[src/rtl/spi_jugada_tx.sv]
// SPI mode-0 master sending one 8-bit move frame {3'b101, 1'b0, p, jugada}, MSB first.
// Optional macro SPI_JUGADA_PARITY_EN puts the even parity of jugada in frame bit 3 (0 otherwise).
module spi_jugada_tx #(
    parameter int CLK_DIV    = 4,
    parameter int GAP_CYCLES = 2
) (
    input  logic       clk,
    input  logic       rst,
    input  logic [2:0] jugada_in,
    input  logic       enviar,
    output logic       listo,
    output logic       done,
    output logic       sck,
    output logic       mosi,
    output logic       ss_n
);

    localparam int DW = $clog2(CLK_DIV + 1);
    localparam int GW = $clog2(GAP_CYCLES + 1);
    localparam logic [DW-1:0] DIV_LOAD = DW'(CLK_DIV - 1);
    localparam logic [GW-1:0] GAP_LOAD = GW'(GAP_CYCLES - 1);

    typedef enum logic [2:0] {IDLE, SETUP, HIGH, LOW, HOLD, GAP} state_t;

    state_t          state;
    logic [7:0]      shreg;
    logic [2:0]      bit_cnt;
    logic [DW-1:0]   div_cnt;
    logic [GW-1:0]   gap_cnt;
    logic [7:0]      frame;

    always_comb begin
        frame = {3'b101, 2'b00, jugada_in};
`ifdef SPI_JUGADA_PARITY_EN
        frame[3] = ^jugada_in;
`else
        frame[3] = 1'b0;
`endif
    end

    always_ff @(posedge clk) begin
        if (rst) begin
            state   <= IDLE;
            shreg   <= '0;
            bit_cnt <= '0;
            div_cnt <= '0;
            gap_cnt <= '0;
            listo   <= 1'b1;
            done    <= 1'b0;
            sck     <= 1'b0;
            mosi    <= 1'b0;
            ss_n    <= 1'b1;
        end else begin
            done <= 1'b0;
            case (state)
                IDLE: begin
                    if (enviar) begin
                        shreg   <= frame;
                        bit_cnt <= '0;
                        div_cnt <= DIV_LOAD;
                        listo   <= 1'b0;
                        ss_n    <= 1'b0;
                        sck     <= 1'b0;
                        mosi    <= frame[7];
                        state   <= SETUP;
                    end
                end
                SETUP, LOW: begin
                    if (div_cnt == '0) begin
                        div_cnt <= DIV_LOAD;
                        sck     <= 1'b1;
                        state   <= HIGH;
                    end else begin
                        div_cnt <= div_cnt - 1'b1;
                    end
                end
                HIGH: begin
                    if (div_cnt == '0) begin
                        div_cnt <= DIV_LOAD;
                        sck     <= 1'b0;
                        if (bit_cnt == 3'd7) begin
                            state <= HOLD;
                        end else begin
                            // next bit goes out on the falling edge, half a period before the rise
                            shreg   <= {shreg[6:0], 1'b0};
                            mosi    <= shreg[6];
                            bit_cnt <= bit_cnt + 3'd1;
                            state   <= LOW;
                        end
                    end else begin
                        div_cnt <= div_cnt - 1'b1;
                    end
                end
                HOLD: begin
                    if (div_cnt == '0) begin
                        ss_n    <= 1'b1;
                        mosi    <= 1'b0;
                        done    <= 1'b1;
                        gap_cnt <= GAP_LOAD;
                        state   <= GAP;
                    end else begin
                        div_cnt <= div_cnt - 1'b1;
                    end
                end
                GAP: begin
                    if (gap_cnt == '0) begin
                        listo <= 1'b1;
                        state <= IDLE;
                    end else begin
                        gap_cnt <= gap_cnt - 1'b1;
                    end
                end
                default: state <= IDLE;
            endcase
        end
    end

endmodule
[config.mk]
export PLATFORM = sky130hd
export DESIGN_NAME = spi_jugada_tx
export DESIGN_NICKNAME = d
export VERILOG_FILES = /design/src/rtl/spi_jugada_tx.sv
export SDC_FILE = /design/constraint.sdc
export NUM_CORES = 1
export LEC_CHECK = 0
export BUFFER_PORTS_ARGS = -buffer_cell sky130_fd_sc_hd__buf_4
export CORE_MARGIN = 5
export CORE_UTILIZATION = 65
export CTS_BUF_LIST = sky130_fd_sc_hd__clkbuf_8
export CTS_CLUSTER_SIZE = 30
export DETAILED_ROUTE_END_ITERATION = 10
export GPL_TIMING_DRIVEN = 0
export MAX_ROUTING_LAYER = met4
export PLACE_DENSITY_LB_ADDON = 0.3
export SLEW_MARGIN = 20
export SYNTH_ARGS = -nofsm -noshare
export SYNTH_HDL_FRONTEND = slang
export SYNTH_SLANG_ARGS = --single-unit
[constraint.sdc]
create_clock -name clk -period 2.8 [get_ports clk]
set_clock_uncertainty 0.1 [all_clocks]
set_input_delay 0.28 -clock clk [delete_from_list [all_inputs] [get_ports clk]]
set_output_delay 0.28 -clock clk [all_outputs]
set_load 0.02 [all_outputs]
* Word-level counts from Yosys, hierarchy flattened
Index checks and enable logic that the tools add are counted.
Word-level totals: register bits 23, output and inout bits 5, input port bits 6, logic and storage cells 83
Cells by class: reductions and logical operators 21, bitwise gates (word level) 1, add/subtract/negate cells 3, multiplexer cells 34, eq/ne operators 14
Operator list (count):
- $mux W3 | 12
- $mux W7 | 3
- $ne A2 B2 Y1 const B | 8
- $pmux W3 S5 | 1
- $pmux W7 S2 | 1
- $reduce_and A3 Y1 | 4
- $reduce_and A5 Y1 | 2
- $eq A3 B3 Y1 const B | 3
- $pmux W3 S3 | 1
- $reduce_bool A3 Y1 | 3
- $mux W1 | 8
- $reduce_and A4 Y1 | 2
- $reduce_bool A2 Y1 | 4
- $eq A3 B2 Y1 const B | 2
- $logic_not A3 Y1 | 2
- $pmux W1 S3 | 2
- $pmux W3 S2 | 1
- $mux W2 | 2
- $pmux W1 S2 | 2
- $pmux W2 S2 | 1
- $reduce_or A2 Y1 | 2
- $add A3 B1 Y3 const B | 1
- $eq A3 B1 Y1 const B | 1
- $reduce_or A3 Y1 | 1
- 4 further kinds | 4

* Depth between registers and ports, before layout
Gate-level depths: netlist of run 1.
word-level depth 4, mapped depth 7, gate-level depth less buffers 6

* Worst setup path before layout of run 1
Ideal clock, no wire load.
path type register -> register, start register bit_cnt[0], end register shreg[1], cell stages (with the launch flop) 8, setup time 79 ps, clock period less this slack 1864 ps, buffers on the path 1, data required time 2621 ps, setup slack 936 ps, arrival time 1684 ps, cell sequence dfxtp_1 -> ha_1 -> ha_1 -> nand4bb_1 -> a211oi_4 -> buf_6 -> nor2_1 -> a211oi_2
Between the ends: cells in the longest elaborated chain, start to end 3
Ends and longest elaborated chain:
- start, declared | line 27 | logic [2:0] bit_cnt;
- start signal, assigned | line 87 | bit_cnt <= bit_cnt + 3'd1;
- $eq A3 B3 Y1 | line 81 | if (bit_cnt == 3'd7) begin
- $ne A2 B2 Y1 (no source line)
- $reduce_and A4 Y1 (no source line)
- end signal, assigned | line 58 | shreg <= frame;
- end signal, assigned | line 85 | shreg <= {shreg[6:0], 1'b0};
- end, declared | line 26 | logic [7:0] shreg;
Every way passes these cells. A chain may end at the register's enable or synchronous reset.

* Worst setup path in the final report of run 1
start register div_cnt[0], end register mosi
Between the ends: cells in the longest elaborated chain, start to end 3, elaborated cells on any way between the ends 4, those cells by class 2 x eq/ne; 2 x reduce/logical
Ends and longest elaborated chain:
- start, declared | line 28 | logic [DW-1:0] div_cnt;
- start signal, assigned | line 74 | div_cnt <= div_cnt - 1'b1;
- start signal, assigned | line 91 | div_cnt <= div_cnt - 1'b1;
- start signal, assigned | line 102 | div_cnt <= div_cnt - 1'b1;
- $logic_not A3 Y1 * | line 78, 95
- $ne A2 B2 Y1 (no source line)
- $reduce_and A5 Y1 (no source line) *
- end signal, assigned | line 64 | mosi <= frame[7];
- end signal, assigned | line 86 | mosi <= shreg[6];
- end, declared | line 14 | output logic mosi,
Mark *: on every way between the ends. The rest lies on a longest branch, timed or not.

==> results of run 1 <==
[area by class of cell]
cell class                 count  area, um^2  area share [%]
clock inverter                 1       5.005          0.3676
sequential                    23       460.4           33.82
tap                           25       31.28           2.298
clock buffer                   3       41.29           3.033
buffer                         9       57.56           4.228
timing repair buffer          10       75.07           5.515
inverter                       6       22.52           1.654
multi-input combinational     96       668.1           49.08
[path summary, 6_finish.rpt]
kind	start	to	depth (start not counted)	slack, ns
worst min-delay path	rst	done	3	0.22
worst max register to register	div_cnt[0]	mosi	7	0.70
worst max-delay path	div_cnt[0]	mosi	7	0.70
worst min register to register	listo	listo	2	0.37
[metal layers]
layer	track usage, %	up-vias
li1	-	498
met1	23.97	457
met2	37.40	24
met3	4.225	4
met4	10.21	0
met5	-	-
[registers in the layout, indices dropped and copies added, names as in the netlist]
| register | flops |
|---|---|
| bit_cnt | 3 |
| div_cnt | 3 |
| done | 1 |
| gap_cnt | 2 |
| listo | 1 |
| mosi | 1 |
| sck | 1 |
| shreg | 7 |
| ss_n | 1 |
| state | 3 |
[cells in the final DEF, fill, tap and decap left out, types with 2 or more instances in the layout]
cell / Yosys / layout
a211oi_1: 3 / 3
a211oi_2: 2 / 2
a21oi_1: 12 / 12
buf_2: 4 / 4
buf_4: 1 / 11
buf_6: 2 / 2
clkbuf_1: 2 / 2
clkbuf_8: 0 / 3
dfxtp_1: 23 / 23
ha_1: 5 / 5
inv_1: 6 / 6
mux2i_1: 5 / 5
nand2_1: 5 / 5
nand2b_1: 7 / 7
nand3_1: 5 / 5
nand4bb_1: 2 / 2
nor2_1: 12 / 12
nor2b_1: 8 / 8
nor3_1: 3 / 3
o21ai_0: 5 / 5
or3b_1: 2 / 2
or4_1: 2 / 2
[worst register-to-register path, stage by stage, from the launching register on]
cell and delay (ns):
dfxtp_1 0.37, inv_1 0.08, ha_1 0.24, nor2b_1 0.14, buf_2 0.17, o31ai_1 0.37, or3b_1 0.20, mux2_1 0.32
[metrics by stage]
step	hold slack, ns	area, um^2	total power, mW
after floorplan	0.3367	1209	0.7737
after global placement	0.3538	1315	0.8576
after detailed placement	0.3565	1315	0.8803
after CTS	0.2201	1361	1.085
after global routing	0.2376	1361	1.158
final	0.2205	1361	1.083
[kinds of logic after synthesis]
logic type | after synthesis | synth area share (%)
muxes | 6 | 5.073
AOI/OAI and AO/OA | 32 | 18.32
DFF | 23 | 38.10
buffers and inverters | 15 | 6.626
and+or+nand+nor | 53 | 26.71
adders and majority gates | 5 | 5.176
[power by group through the flow]
stage          Sequential (mW)  Clock (mW)  Combinational (mW)
4_1_cts                  0.418       0.208               0.459
6_report                 0.419       0.209               0.455
3_5_place_dp             0.426           0               0.455
3_3_place_gp             0.421           0               0.437
2_1_floorplan            0.439           0               0.334
5_1_grt                  0.424       0.229               0.505
==> metrics.md, run 1 <==
| Metric | Value |
|---|---|
| Sw power | 397.8 uW |
| Final Wtd Congestion | 0.8804 |
| Dpl ws | 0.7198 ns |
| Syn Nets | 145 |
| Die span in x | 53.12 um |
| Critical-path top delay cell | dfxtp_1 |
| Final Hold Viols | 0 |
| Post-route ant nets | 0 |
| Internal power | 684.7 uW |
| Slowest cell delay on critical path | 0.37 ns |
| Post-cts resize count | 0 |
| Setup ws final | 0.7027 ns |
| CP Launch Type | flop |
| H-tree levels | 1 |
| Port Buffers | 10 |
| Gr ovfl total | 0 |
| Clk sinks | 23 |
| IR drop worst, VDD | 0.4634 mV |
| Peak Freq | 476.8 MHz |
| Cell count after synthesis | 134 |
| Skew-Pair Late Insertion Delay | 0.26 ns |
| Diodes inserted | 0 |
| Via density per instance | 5.682 |
| Synthesis-to-finish area growth | 12.63% |
| Pin count of the biggest net entering global routing | 14 |
| Period utilisation layout | 74.90% |
| Setup TNS | 0 ns |
| Crit path buf inv count | 2 |
| Post-synth top cells | 23 x dfxtp_1, 12 x a21oi_1, 12 x nor2_1 |
| HP Class | in -> reg |
| Initial antenna violation count | 0 |
| Cell total after placement | 169 |
| Total Routing Usage GR | 21.70% |
| Critical path arrival | 2.15 ns |
| Top Metal Used | met4 |
| Drt pass-1 iters | 4 |
| Core Region | 1745 um^2 |
| CTS Root Cell | clkbuf_8 |
| Global-route wire length before repair | 4.298 mm |
| Ys async rst share | 0% |
| Relative slew slack | 60.38% |
| Setup CP Type | reg -> reg |
| Clock Tree Buf Depth | 2 |
| Row cnt | 15 |
| RSZ-0062 raised after global routing | no |
| DR vias | 983 |
| Share of layout cells above drive strength 1 | 18.92% |
| Worst setup EP type | flop |
| Fillcell total | 132 |
| Top-count cell post-synth | dfxtp_1 |
| Routed met2 length | 1.221 mm |
| Final Slew Violations | 0 |
| Predominant post-synthesis flop cell | dfxtp_1 |
| Setup Fix Bufs, Post-CTS | 0 |
| Switching Share | 36.75% |
| Gate power share | 42.1% |
| Drt first-iter violations | 13 |
| Delay-heaviest family, CP | flip-flops |
| Non-filler cells, final | 173 |
| Final setup fails | 0 |
| Die Ht | 53.12 um |
| Crit-path cells | inv_1 > ha_1 > nor2b_1 > buf_2 > o31ai_1 > or3b_1 > mux2_1 |
| Sequential Power Share | 38.7% |
| Synth warnings | 0 |
| Number of global-route vias before repair | 1005 |
| Clock power frac | 19.3% |
| Yosys cell types | 39 |
| Leakage | 0.5317 nW |
| CTS tree | built |
| Fin nets | 160 |
| Worst-Margin Slew | 0.5943 ns |
| Yosys reg bits | 23 |
| Top post-synthesis cells by area | dfxtp_1 38%, ha_1 5.2%, a21oi_1 5.0% |
| Hold-fix buffers, CTS | 0 |
| Metal3 WL | 94 um |
| Seq/Total Area, Yosys | 38.10% |
| Routed met1 length | 1.017 mm |
| IO Pins | 11 |
| Starting Density | 69.25% |
| Cell Area, Synth | 1209 um^2 |
| Max-cap violation count | 0 |
| CP max FO | 9 |
| Share of the synthesized area in the top cell type | 38.10% |
| Status | complete, no violations |
| TritonCTS Buffers | 3 |
| DR WL/cell | 13.71 um |
| P per Cell Area | 795.2 nW/um^2 |
| Number of flops mapped to enable cells by yosys | 0 |
| Die area | 2822 um^2 |
| Routed WL | 2.372 mm |
| Tmin final | 2.097 ns |
| CP required | 2.86 ns |
| # DRC | 0 |
| Area leader, netlist | dfxtp_1 |
| Hpwl dp | 1.719 mm |
| Worst-path clk slew | 0.08 ns |
| Post-route core utilization | 77.99% |
| Avg Cell Area, Syn | 9.020 um^2 |
(Power assumes the default switching activity.)
==> inputs of run 2 (changes only) <==
--- a/config.mk
+++ b/config.mk
@@ -7,7 +7,7 @@
 export LEC_CHECK = 0
 export BUFFER_PORTS_ARGS = -buffer_cell sky130_fd_sc_hd__buf_4
 export CORE_MARGIN = 5
-export CORE_UTILIZATION = 65
+export CORE_UTILIZATION = 54
 export CTS_BUF_LIST = sky130_fd_sc_hd__clkbuf_8
 export CTS_CLUSTER_SIZE = 30
 export DETAILED_ROUTE_END_ITERATION = 10
==> constraint.sdc (replaced) <==
create_clock -name clk -period 1.75 [get_ports clk]
set_clock_uncertainty 0.1 [all_clocks]
set_input_delay 0.175 -clock clk [delete_from_list [all_inputs] [get_ports clk]]
set_output_delay 0.175 -clock clk [all_outputs]
set_load 0.02 [all_outputs]
==> metrics.md, run 2 (synthesis gave the netlist of run 1 again) <==
| Metric | Value |
|---|---|
| Die Ht | 57.31 um (+7.9%) |
| Sequential Power Share | 34.6% (-4.1 points) |
| Crit. Startpoint | bit_cnt[1] |
| CTS Root Cell | clkbuf_8 |
| Die area | 3284 um^2 (+16%) |
| HP Class | in -> reg |
| Final Wtd Congestion | 0.8557 (-2.8%) |
| Core Region | 2170 um^2 (+24%) |
| Worst-path clk slew | 0.08 ns (about the same) |
| Internal power | 1.262 mW (+84%) |
| Final Total Pwr | 1.989 mW (+84%) |
| Clock Tree Buf Depth | 2 (unchanged) |
| Failing checks | setup timing |
| Worst-Margin Slew | 0.5622 ns (-0.03208 ns) |
| Pin count of the biggest net entering global routing | 13 (-1) |
| Leakage | 0.5828 nW (+9.6%) |
| Routed WL | 2.715 mm (+14%) |
| Clk sinks | 23 (unchanged) |
| Share of layout cells above drive strength 1 | 32.69% (+14 points) |
| Die span in x | 57.31 um (+7.9%) |
| Final Slew Violations | 0 (unchanged) |
| Hold-fix buffers, CTS | 0 (unchanged) |
| Commonest non-fill, non-tap cell in the layout | buf_4 |
| Relative slew slack | 62.52% (+2.1 points) |
| Number of global-route vias before repair | 1013 (+0.80%) |
| Sw power | 726.7 uW (+83%) |
| TritonCTS Buffers | 3 (unchanged) |
| Gate power share | 48.9% (+6.8 points) |
| Global-route wire length before repair | 4.498 mm (+4.7%) |
| Worst setup EP type | flop |
| # DRC | 0 (unchanged) |
| Row cnt | 17 (+2) |
| IR drop worst, VDD | 0.7574 mV (+63%) |
| Most frequent cells in the layout | 20 x buf_4, 19 x dfxtp_1, 12 x a21oi_1, 11 x nor2_1 |
| Initial antenna violation count | 0 (unchanged) |
| Via density per instance | 5.750 (+1.2%) |
| RR Startpoint | bit_cnt[1] |
| Reg with most FFs | shreg |
| IO Pins | 11 (unchanged) |
| Final Hold Viols | 0 (unchanged) |
| Number of flip-flops in the largest register | 7 (unchanged) |
| Gr ovfl total | 0 (unchanged) |
| Drt first-iter violations | 16 (+3) |
| Total Routing Usage GR | 18.46% (-3.2 points) |
| H-tree levels | 1 (unchanged) |
| Non-filler cells, final | 184 (+6.4%) |
| CP required | 1.79 ns (-1.07 ns) |
| Port Buffers | 10 (unchanged) |
| Hold depth | 3 (unchanged) |
| Hold path start | rst |
| P per Cell Area | 1298 nW/um^2 (+63%) |
| CTS tree | built |
| CP max FO | 4 (-5) |
| Setup ws final | -0.09534 ns (-0.7980 ns) |
| Tmin final | 1.845 ns (-0.2520 ns) |
| Max-cap violation count | 0 (unchanged) |
| Final setup fails | 10 (+10) |
| Cell total after placement | 172 (+1.8%) |
| Peak Freq | 541.9 MHz (+14%) |
| Status | finished, violations left |
| Switching Share | 36.54% (-0.20 points) |
| Clock power frac | 16.5% (-2.8 points) |
| Synthesis-to-finish area growth | 26.71% |
| Skew-Pair Late Insertion Delay | 0.27 ns (about the same) |
| CP Launch Type | flop |
| Dpl ws | -0.2168 ns (-0.9366 ns) |
| Post-route ant nets | 0 (unchanged) |
| Drt pass-1 iters | 4 (unchanged) |
| Diodes inserted | 0 (unchanged) |
| DR WL/cell | 14.76 um (+7.6%) |
| Hpwl dp | 1.856 mm (+8.0%) |
| DR vias | 1058 (+7.6%) |
| Period utilisation layout | 105.4% (+31 points) |
| R2R depth | 7 (unchanged) |
| Fin nets | 168 (+5.0%) |
| Starting Density | 55.71% (-14 points) |
| RSZ-0062 raised after global routing | yes |
| Critical path arrival | 1.89 ns (-0.26 ns) |
| Setup CP Type | reg -> reg |
-- run 2: cell types whose count changed in the layout (fill, tap and decap cells not counted), sizes merged --
cell,delta
buf,+8
clkinv,-1
inv,+1
-- run 2: stage by stage --
| stage | hold slack (ns) | setup TNS [ns] | util, % | instance area, um^2 |
|---|---|---|---|---|
| global placement | 0.3318 | -1.397 | 63.84 | 1385 |
| floorplan | 0.2494 | -0.1524 | - | 1275 |
| detailed placement | 0.3414 | -1.913 | 63.84 | 1385 |
| finish | 0.1139 | -0.4366 | 70.59 | 1531 |
| global route | 0.1314 | -1.470 | 70.59 | 1531 |
| CTS | 0.1069 | -0.3101 | 70.30 | 1525 |
-- run 2: area by class of cell --
class                      instances  area (um^2)
inverter                           6        22.52
tap                               28        35.03
buffer                             8        58.81
clock buffer                       3        41.29
clock inverter                     1        3.754
fill                             173        638.1
multi-input combinational         96        762.0
timing repair buffer              19        142.6
sequential                        23        465.4
-- run 2: critical path, cell delays in order (launching register included) --
cell       delay, ns
dfxtp_2         0.34
ha_4            0.16
ha_4            0.16
nand4bb_4       0.23
a211oi_4        0.31
buf_4           0.19
mux2i_1         0.17
nor2_1          0.05
-- run 2: power by group through the flow --
stage / Clock, mW / Sequential [mW] / Combinational (mW)
finish: 0.328 / 0.688 / 0.972
global route: 0.357 / 0.701 / 1.04
CTS: 0.334 / 0.682 / 0.944
detailed placement: 0 / 0.690 / 0.823
global placement: 0 / 0.683 / 0.784
floorplan: 0 / 0.710 / 0.612
-- run 2: layer usage --
metal / GRT usage (%) / share of wire (%) / routed length, um / vias to the layer above
li1: - / - / - / 519
met1: 19.36 / 40 / 1076 / 487
met2: 30.83 / 51 / 1375 / 35
met3: 3.846 / 5.0 / 137 / 17
met4: 12.58 / 4.6 / 124 / 0
met5: - / 0 / 0 / -
-- run 2: worst paths after layout --
check,end,slack (ns)
hold reg to reg,shreg[4],0.37
setup / recovery,bit_cnt[0],-0.1
setup reg to reg,bit_cnt[0],-0.1
hold / removal,done,0.11
-- run 2: what timing repair did --
item | in CTS | in global routing
setup endpoints to repair | 11 | 13
gates resized for setup | 7 | 3
endpoints found under the hold margin | 0 | 0
pin swaps | 7 | 3
cloned | 0 | 0
setup buffers | 9 | 0
